<file path="src/rtl/chacha_qr_sched.sv">
// ChaCha block-round sequencer: walks the 8 quarter-rounds of each double round
// (4 column, 4 diagonal) and handshakes each one with an external QR datapath.
module chacha_qr_sched #(
    parameter int DOUBLE_ROUNDS = 10
) (
    input  logic       clk,
    input  logic       rst_n,
    input  logic       start,
    input  logic       abort,
    input  logic       qr_ack,
    output logic       busy,
    output logic       done,
    output logic       qr_req,
    output logic [3:0] qr_a,
    output logic [3:0] qr_b,
    output logic [3:0] qr_c,
    output logic [3:0] qr_d,
    output logic [4:0] round,
    output logic [2:0] step
);

    localparam logic [1:0] S_IDLE = 2'd0;
    localparam logic [1:0] S_RUN  = 2'd1;
    localparam logic [1:0] S_GAP  = 2'd2;
    localparam logic [1:0] S_DONE = 2'd3;

    localparam logic [3:0] DR_LAST = 4'(DOUBLE_ROUNDS - 1);

    logic [1:0] state_q, state_d;
    logic [2:0] step_q, step_d;
    logic [3:0] dr_q, dr_d;
    logic       last_qr;
    logic       active;
    logic [1:0] col;
    logic       diag;

    assign last_qr = (step_q == 3'd7) && (dr_q == DR_LAST);

    always_comb begin
        state_d = state_q;
        step_d  = step_q;
        dr_d    = dr_q;
        if (state_q == S_IDLE) begin
            if (start && !abort) begin
                state_d = S_RUN;
                step_d  = 3'd0;
                dr_d    = 4'd0;
            end
        end else if (abort) begin
            // Abort wins over a same-cycle ack and suppresses the done pulse.
            state_d = S_IDLE;
            step_d  = 3'd0;
            dr_d    = 4'd0;
        end else begin
            case (state_q)
                S_RUN: begin
                    if (qr_ack) begin
                        if (last_qr) begin
                            state_d = S_DONE;
                            step_d  = 3'd0;
                            dr_d    = 4'd0;
                        end else begin
                            state_d = S_GAP;
                            step_d  = step_q + 3'd1;
                            if (step_q == 3'd7) begin
                                dr_d = dr_q + 4'd1;
                            end
                        end
                    end
                end
                S_GAP:   state_d = S_RUN;
                default: state_d = S_IDLE;
            endcase
        end
    end

    always_ff @(posedge clk or negedge rst_n) begin
        if (!rst_n) begin
            state_q <= S_IDLE;
            step_q  <= 3'd0;
            dr_q    <= 4'd0;
        end else begin
            state_q <= state_d;
            step_q  <= step_d;
            dr_q    <= dr_d;
        end
    end

    // Moore outputs only: qr_req never sees qr_ack combinationally.
    assign active = (state_q != S_IDLE);
    assign busy   = active;
    assign done   = (state_q == S_DONE);
    assign qr_req = (state_q == S_RUN);

    assign col  = step_q[1:0];
    assign diag = step_q[2];

    // Diagonal steps rotate the b/c/d rows by 1/2/3 columns.
    assign qr_a  = active ? {2'b00, col}                      : 4'd0;
    assign qr_b  = active ? {2'b01, col + {1'b0, diag}}       : 4'd0;
    assign qr_c  = active ? {2'b10, col + {diag, 1'b0}}       : 4'd0;
    assign qr_d  = active ? {2'b11, col + {diag, diag}}       : 4'd0;
    assign round = active ? ({dr_q, 1'b0} + {4'd0, step_q[2]}) : 5'd0;
    assign step  = active ? step_q                            : 3'd0;

endmodule

</file>
<file path="config.mk">
export PLATFORM = sky130hd
export DESIGN_NAME = chacha_qr_sched
export DESIGN_NICKNAME = d
export VERILOG_FILES = /design/src/rtl/chacha_qr_sched.sv
export SDC_FILE = /design/constraint.sdc
export NUM_CORES = 1
export LEC_CHECK = 0
export CAP_MARGIN = 20
export CORE_AREA = 5 5 51 53
export CTS_BUF_LIST = sky130_fd_sc_hd__clkbuf_16
export DETAILED_ROUTE_END_ITERATION = 12
export DIE_AREA = 0 0 56 58
export PLACE_DENSITY_LB_ADDON = 0.05
export SYNTH_ARGS = -nofsm -noshare
export SYNTH_HDL_FRONTEND = slang
export SYNTH_SLANG_ARGS = --single-unit
</file>
<file path="constraint.sdc">
create_clock -name clk -period 1.8 [get_ports clk]
set_input_delay 0.27 -clock clk [delete_from_list [all_inputs] [get_ports clk]]
set_output_delay 0.27 -clock clk [all_outputs]
set_load 0.01 [all_outputs]
</file>
==> results.cfg, run 1 <==
[setup_path]
critPathKind = reg2out
crit_path_end_kind = primary output
critPathSlowestCell = clkdlybuf4s50_1
cpPeakStageDelay_ns = 0.56
startpoint_type = register
crit_buf_inv = 2
cp_data_required_time_ns = 1.53
crit_chain = buf_4, ha_2, clkdlybuf4s50_1
worstPathMaxFanout = 6
arrival_ns = 1.49
cpLargestDelayFamily = buffers and inverters

[timing]
skew_ns = 0.00192
fmax_ghz = 0.567
finalCritPeriodShare = 0.980
rsz0062_at_grt = yes
finalHoldViolCount = 0
setup_viol = 0
fin_ws_ns = 0.0368
tns_ns = 0
holdWs_ns = 0.341
drv_slew = 0
period_needed_ns = 1.76

[synth]
ys_ff_latch = 9
synthArstFlopShare = 1.00
synth_top_area_share = 0.270
synth-edff-count = 0
synth_commonest_cells = 14 x buf_4, 9 x dfrtp_1, 9 x ha_1
ys_warn_count = 0
ys_seq_area_frac = 0.270
avgSynthCellArea_um2 = 8.77
syn_inst = 95
syn-cell-area_um2 = 833
synth.distinct_cells = 33
synth.most_common_cell = buf_4
ys_top_cells_by_area = dfrtp_1 27%, ha_1 14%, buf_4 13%, nor2b_1 3.8%, inv_1 3.6%
yosysTopAreaCell = dfrtp_1
synthFlopType = dfrtp_1

[global_routing]
grt_max_degree = 15
antenna_found_initial = 0
grt-ovfl-total = 0
track_usage = 0.112
grt_first_pass_wirelength_um = 2940
first_global_vias = 670

[detailed_routing]
wl_per_cell_um = 11.6
wirelength_um = 1790
drtPass1Iterations = 4
vias = 732
vias_per_cell = 4.72
drt_iter0_drc = 11
remaining_drc_errors = 0
ant_nets = 0

[cts]
cts.reportedPaths.clkPinSlew_ns = 0.04
h-tree-depth = 1
cts_root_buffer = clkbuf_16
clockBufferDepth = 2
clock_latency_ns = 0.24
cts_num_sinks = 9
tritoncts = yes
numCtsBuffers = 3
postCtsHoldBufs = 0

[min_path]
hp-class = in2async

[final_layout]
layout-drive-gt1-share = 0.244
diodes = 0
finalNetCount = 142
syn_to_final_growth_pct = 41.9

[floorplan]
die_h_um = 58
chipWidth_um = 56
initial_utilization = 0.396
row_count = 17
ios = 32
core_area_um2 = 2110
die_area_um2 = 3250

[placed_design]
io_buffers = 27
preCtsSetupSlack_ns = -0.0143
dp_hpwl_um = 1470
place.gp.congestion = 0.758

[pwr]
p_per_area_nw_per_um2 = 1380
peakVddDrop_mv = 1.03
leakage_nw = 0.606

[status]
status = completed

[run]
maxCapViolCount = 0
-- path summary, 6_finish.rpt --
| path | slack [ns] | startpoint | to | cells after the start |
|---|---|---|---|---|
| worst max register to register | 0.08 | step_q[0]$_DFFE_PN0P_ | dr_q[1]$_DFFE_PN0P_ | 7 |
| worst max-delay path | 0.04 | state_q[0]$_DFFE_PN0P_ | qr_req | 3 |
| max in group asynchronous | 1.16 | rst_n | step_q[1]$_DFFE_PN0P_ | 1 |
| worst min-delay path | 0.34 | rst_n | dr_q[0]$_DFFE_PN0P_ | 1 |
| min in group clk | 0.56 | dr_q[2]$_DFFE_PN0P_ | dr_q[2]$_DFFE_PN0P_ | 1 |
| worst min register to register | 0.56 | dr_q[2]$_DFFE_PN0P_ | dr_q[2]$_DFFE_PN0P_ | 1 |
-- layout make-up --
class / instances / area, um2
clock inverter: 1 / 3.75
clock buffer: 3 / 75.1
tap: 28 / 35.0
timing repair buffer: 40 / 329
multi-input combinational: 66 / 484
sequential: 9 / 225
fill: 205 / 923
inverter: 8 / 30.0
-- power by group --
group | total [W] | internal, W | switching [W]
clock | 0.000389 | 0.000290 | 0.0000985
combinational | 0.000950 | 0.000464 | 0.000486
sequential | 0.000297 | 0.000253 | 0.0000442
total | 0.00164 | 0.00101 | 0.000629
-- logic make-up after synthesis --
family                     after synthesis  synth area share
buffers and inverters                   23             0.168
DFF                                      9             0.270
xor gates and xnor gates                 3            0.0315
AOI/OAI and AO/OA                       18             0.164
adders and majority gates                9             0.135
other                                    1           0.00450
muxes                                    2            0.0300
and+or+nand+nor                         30             0.197
-- state kept, by name (all words and copies together) (netlist names) --
name,flops
state_q,2
step_q,3
dr_q,4
-- worst register-to-register path, cell delays in order, from the launching register on --
cell     delay (ns)
dfrtp_1        0.37
buf_4          0.14
ha_1           0.19
ha_1           0.21
a31oi_2        0.22
nor2_4         0.06
nor2_2         0.10
mux2_4         0.30
-- through the flow --
| step | util | power, W | cell area [um2] | instances |
|---|---|---|---|---|
| 6_report | 0.561 | 0.00164 | 1180 | 155 |
| 5_1_grt | 0.561 | 0.00177 | 1180 | 155 |
| 4_1_cts | 0.567 | 0.00164 | 1190 | 155 |
| 3_5_place_dp | 0.537 | 0.00132 | 1130 | 150 |
| 3_3_place_gp | 0.537 | 0.00132 | 1130 | 150 |
| 2_1_floorplan | - | 0.000934 | 845 | 98 |
-- metal layers --
metal / vias up / routed length [um] / track usage / part of all wire
met5: - / 0 / 0 / 0
met2: 20 / 842 / 0.185 / 0.47
li1: 370 / - / - / -
met1: 337 / 805 / 0.135 / 0.45
met4: 0 / 44 / 0.0712 / 0.025
met3: 5 / 99 / 0.0178 / 0.055
-- layout by cell type (no fill, tap or decap), drive strengths merged, types with 4 or more instances in the layout --
master and instances:
dfrtp 9, buf 14, inv 9, conb 4, clkdlybuf4s50 6, nor2b 5
ha 9, dlygate4sd2 14, o21ai 6, clkbuf 7, nand3 4, nor2 10
nand2 5
-- repair_timing --
item / CTS / global route
buffers inserted: 1 / 0
endpoints found under the hold margin: 0 / 0
endpoints found under the setup margin: 22 / 14
gates resized for setup: 24 / 13
No activity file was read; power rests on OpenSTA's default activity.
==> run 2, diff against run 1 <==
--- a/config.mk
+++ b/config.mk
@@ -6,10 +6,10 @@
 export NUM_CORES = 1
 export LEC_CHECK = 0
 export CAP_MARGIN = 20
-export CORE_AREA = 5 5 51 53
-export CTS_BUF_LIST = sky130_fd_sc_hd__clkbuf_16
+export CORE_AREA = 5 5 50 52
+export CTS_BUF_LIST = sky130_fd_sc_hd__clkbuf_4
 export DETAILED_ROUTE_END_ITERATION = 12
-export DIE_AREA = 0 0 56 58
+export DIE_AREA = 0 0 55 57
 export PLACE_DENSITY_LB_ADDON = 0.05
 export SYNTH_ARGS = -nofsm -noshare
 export SYNTH_HDL_FRONTEND = slang
==> run 2 against run 1 <==
Maximum frequency rose by 2.5%; largest cell class unchanged; register-to-register slack gained 0.03 ns; non-clock buffer count up 3; core utilization is 0.066 points higher.
==> results.cfg, run 2 (synthesized netlist as in run 1, its figures left out) <==
[detailed_routing]
ant_nets = 0
drt_iter0_drc = 29
wirelength_um = 1940
vias_per_cell = 4.69
wl_per_cell_um = 12.3
vias = 741
remaining_drc_errors = 0
drtPass1Iterations = 4

[timing]
skew_ns = 0.00346
fin_ws_ns = 0.0795
tns_ns = 0
finalHoldViolCount = 0
drv_slew = 0
setup_viol = 0
finalCritPeriodShare = 0.956
rsz0062_at_grt = yes
fmax_ghz = 0.581
period_needed_ns = 1.72

[setup_path]
crit-reg2reg-launch = step_q[0]$_DFFE_PN0P_
crit_path_end_kind = primary output
cp_data_required_time_ns = 1.53
worstSetupStartpoint = state_q[1]$_DFFE_PN0P_
startpoint_type = register
worstPathMaxFanout = 6
arrival_ns = 1.45
critPathKind = reg2out

[floorplan]
chipWidth_um = 55
die_h_um = 57
die_area_um2 = 3140
ios = 32
core_area_um2 = 2060
row_count = 17
initial_utilization = 0.404

[cts]
clock_latency_ns = 0.28
numCtsBuffers = 3
h-tree-depth = 1
cts_num_sinks = 9
cts.reportedPaths.clkPinSlew_ns = 0.07
tritoncts = yes
clockBufferDepth = 2
postCtsHoldBufs = 0
cts_root_buffer = clkbuf_4

[final_layout]
finalNetCount = 145
largest-register = dr_q
seq_area_um2 = 225
nFillCells = 204
layout-drive-gt1-share = 0.308
biggestRegsByFlops = dr_q (4), step_q (3), state_q (2)
largest_reg_flops = 4
layout_common_cells = 15 x buf_4, 9 x dfrtp_1, 9 x dlygate4sd2_1, 8 x inv_1, 8 x nor2_1
final_area_um2 = 1160
layout_commonest_cell = buf_4
multi_input_area_um2 = 492
diodes = 0
syn_to_final_growth_pct = 39.2

[global_routing]
grt_first_pass_wirelength_um = 3220
grt_max_degree = 15
track_usage = 0.140
first_global_vias = 711
grt-ovfl-total = 0
antenna_found_initial = 0

[placed_design]
preCtsSetupSlack_ns = 0.0228
io_buffers = 27
place_area_um2 = 1120
dp_hpwl_um = 1500
place.gp.congestion = 0.737

[pwr]
leakage_nw = 0.571
peakVddDrop_mv = 0.680
total_power_w = 0.00150
p_per_area_nw_per_um2 = 1290

[min_path]
hp-class = in2async

[run]
maxCapViolCount = 0

[status]
status = completed
## run 2: layout make-up
class | instances | area share
multi-input cells | 66 | 0.424
repair buffers | 43 | 0.300
flip-flops and latches | 9 | 0.194
well taps | 28 | 0.0302
clock buffers | 4 | 0.0259
inverters | 8 | 0.0259
## run 2: timing repair
item                                    CTS  global route
hold endpoints to repair                  0             0
pin swaps                                 0             2
gates resized for setup                  26            23
cloned                                    0             0
endpoints found under the setup margin   22            18
setup buffers                             1             4
## run 2: final timing paths
check / end / slack [ns] / cells past startpoint
setup / recovery: round[0] / 0.08 / 5
hold / removal: step_q[1]$_DFFE_PN0P_ / 0.30 / 1
setup reg to reg: dr_q[1]$_DFFE_PN0P_ / 0.11 / 7
hold reg to reg: dr_q[2]$_DFFE_PN0P_ / 0.56 / 1
max in group asynchronous: state_q[1]$_DFFE_PN0P_ / 1.19 / 1
min in group clk: dr_q[2]$_DFFE_PN0P_ / 0.56 / 1
## run 2: power by group
group,internal (W),switching [W],total (W)
Clock,0.000101,0.0000858,0.000187
Combinational,0.000508,0.000506,0.00101
Sequential,0.000252,0.0000452,0.000297
## run 2: metrics by stage
step,hold WS [ns],util,std cells
2_1_floorplan,-0.0256,-,98
3_3_place_gp,0.544,0.544,149
3_5_place_dp,0.540,0.544,149
4_1_cts,0.325,0.548,154
5_1_grt,0.338,0.562,158
6_report,0.302,0.562,158
## run 2: worst max-delay path, stage by stage (launching register included)
cell and delay (ns):
dfrtp_1 0.35, inv_1 0.07, ha_2 0.19, buf_4 0.16, nor2_1 0.13, dlygate4sd2_1 0.29
## run 2: layer usage
metal	part of all wire	vias up	track usage
met5	0	-	0
met4	0.021	0	0.0729
met3	0.040	5	0.0235
met2	0.50	17	0.228
met1	0.44	345	0.172
li1	-	374	-
